[config.mk]
export PLATFORM = sky130hd
export DESIGN_NAME = button_pulse_debouncer
export DESIGN_NICKNAME = d
export VERILOG_FILES = /design/src/rtl/debounce_pkg.sv /design/src/rtl/sync_ff.sv /design/src/rtl/button_pulse_debouncer.sv
export SDC_FILE = /design/constraint.sdc
export NUM_CORES = 1
export LEC_CHECK = 0
export ABC_AREA = 1
export ABC_CLOCK_PERIOD_IN_PS = 1600
export CORE_UTILIZATION = 57
export CTS_CLUSTER_DIAMETER = 150
export DETAILED_ROUTE_END_ITERATION = 10
export GPL_ROUTABILITY_DRIVEN = 0
export PLACE_DENSITY = 0.75
export RECOVER_POWER = 50
export SLEW_MARGIN = 5
export SYNTH_ARGS = -nofsm -noshare
export SYNTH_HDL_FRONTEND = slang
export SYNTH_SLANG_ARGS = --single-unit
[constraint.sdc]
create_clock -name clk -period 1.6 [get_ports clk]
set_input_delay 0.48 -clock clk [delete_from_list [all_inputs] [get_ports clk]]
set_output_delay 0.48 -clock clk [all_outputs]
set_load 0.005 [all_outputs]
[src/rtl/debounce_pkg.sv]
// Shared state encoding and default timing constants for the button debouncer.
package debounce_pkg;

    typedef enum logic [1:0] {
        IDLE,
        PRESS_WAIT,
        HELD,
        RELEASE_WAIT
    } db_state_t;

    localparam int unsigned DEF_DEBOUNCE_CYCLES = 500000;
    localparam int unsigned DEF_SYNC_STAGES     = 2;
    localparam int unsigned DEF_REPEAT_DELAY    = 25000000;
    localparam int unsigned DEF_REPEAT_PERIOD   = 10000000;

endpackage

[src/rtl/sync_ff.sv]
// Multi-flop synchroniser for a single asynchronous bit; clears with the synchronous reset.
module sync_ff
    import debounce_pkg::*;
#(
    parameter int unsigned STAGES = DEF_SYNC_STAGES
) (
    input  logic clk,
    input  logic rst,
    input  logic d,
    output logic q
);

    logic [STAGES-1:0] chain_q;

    always_ff @(posedge clk) begin
        if (rst) begin
            chain_q <= '0;
        end else begin
            chain_q <= {chain_q[STAGES-2:0], d};
        end
    end

    assign q = chain_q[STAGES-1];

endmodule

[src/rtl/button_pulse_debouncer.sv]
// Synchronises and debounces a push-button, emitting one pulse per accepted press.
// Define AUTOREPEAT_EN to add auto-repeat pulses while the button is held.
module button_pulse_debouncer
    import debounce_pkg::*;
#(
    parameter int unsigned DEBOUNCE_CYCLES = DEF_DEBOUNCE_CYCLES,
    parameter int unsigned SYNC_STAGES     = DEF_SYNC_STAGES,
    parameter bit          ACTIVE_LOW      = 1'b0,
    parameter int unsigned REPEAT_DELAY    = DEF_REPEAT_DELAY,
    parameter int unsigned REPEAT_PERIOD   = DEF_REPEAT_PERIOD
) (
    input  logic clk,
    input  logic rst,
    input  logic btn_in,
    output logic pulse_out,
    output logic btn_level
);

    localparam int unsigned CW = $clog2(DEBOUNCE_CYCLES + 1);

    if (DEBOUNCE_CYCLES < 1 || SYNC_STAGES < 2 || REPEAT_DELAY < 1 || REPEAT_PERIOD < 1)
    begin : g_param_check
        $error("button_pulse_debouncer: illegal parameter value");
    end

    logic      b;
    logic      s;
    db_state_t state_q, state_d;
    logic [CW-1:0] count_q, count_d, count_inc;
    logic      count_full;
    logic      accept;
    logic      rep_fire;
    logic      pulse_q, pulse_d;
    logic      level_q, level_d;

    assign b = btn_in ^ ACTIVE_LOW;

    sync_ff #(
        .STAGES(SYNC_STAGES)
    ) u_sync (
        .clk(clk),
        .rst(rst),
        .d  (b),
        .q  (s)
    );

    assign count_full = (count_q == CW'(DEBOUNCE_CYCLES));
    assign count_inc  = count_full ? count_q : count_q + 1'b1;

`ifdef AUTOREPEAT_EN
    localparam int unsigned REP_MAX = (REPEAT_DELAY > REPEAT_PERIOD) ? REPEAT_DELAY
                                                                      : REPEAT_PERIOD;
    localparam int unsigned REP_W   = $clog2(REP_MAX + 1);

    logic [REP_W-1:0] rep_q, rep_d;
    logic             rep_phase_q, rep_phase_d;  // 0: waiting initial delay, 1: periodic
    logic [REP_W-1:0] rep_limit;

    assign rep_limit = rep_phase_q ? REP_W'(REPEAT_PERIOD - 1) : REP_W'(REPEAT_DELAY - 1);

    // Timer only runs while staying in HELD; any other path restarts it in the delay phase.
    always_comb begin
        rep_d       = '0;
        rep_phase_d = 1'b0;
        rep_fire    = 1'b0;
        if (state_q == HELD && s) begin
            if (rep_q == rep_limit) begin
                rep_fire    = 1'b1;
                rep_phase_d = 1'b1;
            end else begin
                rep_d       = rep_q + 1'b1;
                rep_phase_d = rep_phase_q;
            end
        end
    end

    always_ff @(posedge clk) begin
        if (rst) begin
            rep_q       <= '0;
            rep_phase_q <= 1'b0;
        end else begin
            rep_q       <= rep_d;
            rep_phase_q <= rep_phase_d;
        end
    end
`else
    assign rep_fire = 1'b0;
`endif

    always_ff @(posedge clk) begin
        if (rst) begin
            state_q <= IDLE;
            count_q <= '0;
            pulse_q <= 1'b0;
            level_q <= 1'b0;
        end else begin
            state_q <= state_d;
            count_q <= count_d;
            pulse_q <= pulse_d;
            level_q <= level_d;
        end
    end

    always_comb begin
        state_d = state_q;
        count_d = count_q;
        accept  = 1'b0;
        unique case (state_q)
            IDLE: begin
                if (s) begin
                    state_d = PRESS_WAIT;
                    count_d = CW'(1);
                end
            end
            PRESS_WAIT: begin
                if (!s) begin
                    state_d = IDLE;
                    count_d = '0;
                end else if (count_full) begin
                    state_d = HELD;
                    count_d = '0;
                    accept  = 1'b1;
                end else begin
                    count_d = count_inc;
                end
            end
            HELD: begin
                if (!s) begin
                    state_d = RELEASE_WAIT;
                    count_d = CW'(1);
                end
            end
            RELEASE_WAIT: begin
                if (s) begin
                    state_d = HELD;
                    count_d = '0;
                end else if (count_full) begin
                    state_d = IDLE;
                    count_d = '0;
                end else begin
                    count_d = count_inc;
                end
            end
            default: begin
                state_d = IDLE;
                count_d = '0;
            end
        endcase
    end

    // Outputs are registered from the next state so they line up with the state register.
    always_comb begin
        pulse_d = accept | rep_fire;
        level_d = (state_d == HELD) || (state_d == RELEASE_WAIT);
    end

    assign pulse_out = pulse_q;
    assign btn_level = level_q;

endmodule

# [Word level (Yosys, flattened, before mapping)]
# Index checks and enable logic that the tools add are counted.
[classes] multipliers=0 eq_ne=8 bitwise=2 n_reduce_logical=4 div=0 n_mux=14 shift=0 magnitude_cmp=0 addsub=1
[ops] operator="$mux W19" n=5
[ops] operator="$pmux W19 S4" n=1
[ops] operator="$add A19 B1 Y19 const B" n=1
[ops] operator="$eq A19 B19 Y1 const B" n=1
[ops] operator="$mux W2" n=6
[ops] operator="$eq A2 B2 Y1 const B" n=4
[ops] operator="$pmux W2 S4" n=1
[ops] operator="$reduce_or A3 Y1" n=1
[ops] operator="$eq A2 B1 Y1 const B" n=1
[ops] operator="$logic_not A2 Y1" n=1
[ops] operator="$ne A2 B1 Y1 const B" n=1
[ops] operator="$ne A2 B2 Y1 const B" n=1
[ops] operator="$not A1 Y1" n=2
[ops] operator="$reduce_and A2 Y1" n=1
[ops] operator="$logic_or A1 B1 Y1" n=1
[ops] operator="$mux W1" n=1
[word_totals] mem_count=0 romBits=0 inputBits=3 ff_bits=25 latch_bits=0 mem_bits_rw=0 output_inout_bits=2 word_cells=34

# [Logic depth before layout (Yosys ltp)]
[logic_depth] ltp_word=6 ltp_mapped=11 depth_no_buf=11

# [Hierarchy]
# Synthesis repeated with hierarchy kept, for this count alone.
[hier_totals] hier_cells=194 area_unflattened_um2=1363.8
[modules_own_cells] mod="button_pulse_debouncer" n_inst=1 cells_per_inst=188 area_each_um2=1308.8 seq_area_each_um2=460.4
[modules_own_cells] mod="sync_ff" n_inst=1 cells_per_inst=6 area_each_um2=55.1 seq_area_each_um2=40.0

# [Worst setup path before layout]
# Ideal clock, no wire load.
[synth_timing] path_kind="reg2reg" start="reg count_q[0]" end="reg count_q[17]" t_arrival_ns=1.297 n_path_buf=1 slack_ns=0.235 synth_period_minus_slack_ns=1.365 setup_time_ns=0.068 stages_incl_launch_ff=11 required_time_ns=1.532 cell_sequence="dfxtp_1 > inv_1 > ha_1 > nand2_1 > inv_1 > nand2_1 > nor2_1 > a21oi_2 > buf_6 > nand3_2 > a21oi_2"
[synth_via] elab_chain_len=4 elab_cells_between_ends=6 cone_classes="1 x add/sub; 1 x eq/ne; 4 x mux"
[synth_rtl] element="start, declared" line="button_pulse_debouncer.sv:29" rtl="logic [CW-1:0] count_q, count_d, count_inc;"
[synth_rtl] element="start signal, assigned" line="button_pulse_debouncer.sv:98" rtl="count_q <= count_d;"
[synth_rtl] element="$add A19 B1 Y19 / $eq A19 B19 Y1 (equally long branches)" line="button_pulse_debouncer.sv:48, button_pulse_debouncer.sv:47"
[synth_rtl] element="$mux W19 *" line="button_pulse_debouncer.sv:119, button_pulse_debouncer.sv:137"
[synth_rtl] element="$mux W19 (on tied branches)" line="button_pulse_debouncer.sv:134, button_pulse_debouncer.sv:116"
[synth_rtl] element="$pmux W19 S4 *" line="button_pulse_debouncer.sv:108" rtl="unique case (state_q)"
# Mark *: on every way between the ends. The rest lies on a longest branch, timed or not.
# A chain may end at the register's enable or synchronous reset.

# [Final worst setup path]
[layout_timing] start="reg count_q[3]" end="reg count_q[13]"
# Same word-level chain as after synthesis.

==> reports/metrics.yaml <==
sta:
  rsz0062_at_grt: "yes"
  slew-limit-headroom_pct: 52.20
  fmax_mhz: 645.5
  slew_violations: 0
  hold_viol: 0
  worst_slew_pin_slew_ps: 717.0
  post-route-min-period_ps: 1549
  fin_setup_tns_ps: 0
  finalSetupViolations: 0
  hold_ws_ps: 419.9
  post-route-period-util_pct: 96.83
  fin_skew_ps: 2.224
  setup_ws_ps: 50.80
die:
  dieHeight_um: 51.43
  io_pins: 5
  rows: 17
  dieArea_mm2: 0.002645
  die_w_um: 51.43
  initial_utilization_pct: 61.76
  core-area_mm2: 0.002255
global_route:
  gr-usage-all-layers_pct: 26.74
  grt_pass1_vias: 1231
  overflow: 0
  grt_max_degree: 16
  antenna_found_initial: 0
  grt_pass1_wl_mm: 5.202
setup_path:
  cp-end-kind: "register"
  crit_buf_inv: 1
  worstPathRequired_ps: 1840
  cp_cell_sequence: "nand2_1, nor2_2, nand2_1, nor2_2, nand2_1, nand3_1, nand3_1, nand2_1, inv_1"
  r2r_slack_ps: 50
  path_depth: 9
  cp-startpoint: "count_q[3]"
  critical_path_class: "reg2reg"
  rr_worst_depth: 9
  r2r-start: "count_q[3]"
  slowest_stage: "dfxtp_1"
  crit_fanout: 4
  r2r_end: "count_q[13]"
  cp-start-kind: "register"
  max_stage_delay_ps: 430
  crit_top_cell: "nand2_1"
  cp_top_family: "simple AND/OR/NAND/NOR gates"
  cp.arrival_ps: 1790
place:
  placed_area_mm2: 0.001483
  dp_hpwl_mm: 2.445
  io_buffer_count: 4
  dp_slack_ps: 42.08
detailed_routing:
  route.met2.wl_mm: 1.462
  drt_iter0_drc: 56
  wl_met1_mm: 1.368
  avgRoutedWirePerCell_um: 12.34
  maxUsedRoutingLayer: "met4"
  firstDrtPassIters: 4
  vias: 1382
  ant_nets: 0
  drc: 0
  viasPerCell: 5.441
  met3WireLength_um: 217
  wl_mm: 3.134
hold_path:
  hp-class: "reg2reg"
  hold_path_depth: 2
  min_from: "u_sync.chain_q[0]"
  min_to: "u_sync.chain_q[1]"
power:
  clock_power_share_pct: 30.4
  p_int_uw: 738.0
  swShare_pct: 23.80
  power_frac_comb_pct: 4.6
  sequentialPowerShare_pct: 65.0
  power_leakage_nw: 0.5932
  p_per_area_mw_per_mm2: 633.9
  ir_drop_mv: 0.7216
  p_switching_uw: 230.5
cts:
  cts_made_buffers: 3
  cts_root_buf: "clkbuf_4"
  clkSinkCount: 25
  post_cts_buffers: 0
  clk-insertion-delay-late_ps: 320
  cts_hold_buffers: 0
  cts_max_path_buffers: 2
  cts_tree: "yes"
  clkSlewWorstSetupHoldPaths_ps: 140
  cts_htree_levels: 1
synthesis:
  postSynthCellCount: 216
  yosysTopAreaCell: "dfxtp_1"
  synthTopCellsByArea: "dfxtp_1, nand2_1, inv_1"
  yosys_warnings: 0
  yosysTopAreaCellShare_pct: 35.94
  synthArstFlopShare_pct: 0
  avgSynthCellArea_um2: 6.447
  netlist_area_mm2: 0.001393
  ys_types: 22
  synth_nets: 221
  ys.flop_type: "dfxtp_1"
  synth-seq-cells: 25
  synth_edf_count: 0
  seq_area_frac_synth_pct: 35.94
finish:
  final_layout_size_suffix_gt1_share_pct: 11.50
  final_net_count: 232
  area_delta_synth_final_pct: 9.704
  diodes: 0
  fillers: 203
  final_cell_area_mm2: 0.001528
  post-route-util_pct: 67.76
status:
  status: "finished, final reports clean"
flow_run:
  drv_cap: 0
==> Yosys cell counts (2+ instances only) <==
library cell	instances
dfxtp_1	25
nand3_2	2
o22ai_1	2
nand3_1	15
inv_1	31
nor2_1	24
o21ai_0	7
nand2_1	71
a21oi_2	5
xor2_1	3
a21oi_1	11
nor2_2	5
nor3_1	2
xnor2_1	4
ha_1	2
==> cell usage in the layout, fill, tap and decap left out, drive strengths merged <==
master and n:
a21oi 16, buf 4, clkbuf 4, clkdlybuf4s50 2, clkinvlp 1, dfxtp 25
dlygate4sd2 2, ha 2, inv 31, nand2 72, nand3 17, nand4 1
nor2 29, nor3 2, o211ai 1, o21ai 7, o21bai 1, o22ai 2
xnor2 4, xor2 3
==> power by group through the flow <==
stage          registers [mW]  clock network (mW)  logic (mW)
5_1_grt                 0.631               0.335      0.0489
6_report                0.630               0.294      0.0442
3_5_place_dp            0.643                   0      0.0450
2_1_floorplan           0.643                   0      0.0253
3_3_place_gp            0.643                   0      0.0426
4_1_cts                 0.630               0.305      0.0450
==> layout make-up <==
cell class | instances | area, um2 | share of cell area (%)
Multi-Input combinational cell | 157 | 768.2 | 50.29
Sequential cell | 25 | 503.0 | 32.92
Inverter | 31 | 116.4 | 7.617
Timing Repair Buffer | 9 | 75.07 | 4.914
Tap cell | 28 | 35.03 | 2.293
Clock buffer | 3 | 22.52 | 1.474
Clock inverter | 1 | 7.507 | 0.4914
==> worst min-delay path, cell delays in order, from the launching register on <==
cell and delay (ps):
dfxtp_1 320, inv_1 40, nor2_1 30
==> kinds of logic (layout without fill, tap and decap cells) <==
kind of cell               after synthesis  in the layout  synth area share [%]
adders and majority gates                2              2                 1.797
DFF                                     25             25                 35.94
AOI/OAI and AO/OA                       27             27                 11.59
buffers and inverters                   34             44                 9.973
and+or+nand+nor                        121            121                 36.30
xor gates and xnor gates                 7              7                 4.403
==> flip-flops by register name (all words and copies together) (netlist names) <==
register,count
state_q,2
pulse_out,1
count_q,19
u_sync.chain_q,2
btn_level,1
==> metrics by stage <==
stage,std cells,power [mW]
6_report,254,0.9685
3_5_place_dp,250,0.6881
3_3_place_gp,250,0.6857
2_1_floorplan,216,0.6679
5_1_grt,254,1.014
4_1_cts,254,0.9800
==> what timing repair did <==
action | 4_1_cts | 5_1_grt
endpoints found under the setup margin | 2 | 20
pin swaps | 0 | 2
endpoints found under the hold margin | 0 | 0
gates resized for setup | 3 | 9
==> routing by layer <==
layer | vias up | track usage (%)
met4 | 0 | 12.16
met5 | - | 0
met2 | 53 | 44.37
li1 | 690 | -
met3 | 9 | 4.167
met1 | 630 | 33.64
==> how the worst max path moves through the flow <==
stage	endpoint	slack, ps
after floorplan	count_q[17]	230
after global placement	count_q[0]	100
after detailed placement	count_q[0]	40
after CTS	count_q[16]	4
after global routing	count_q[6]	-20
final	count_q[13]	50
(Power assumes the default switching activity.)
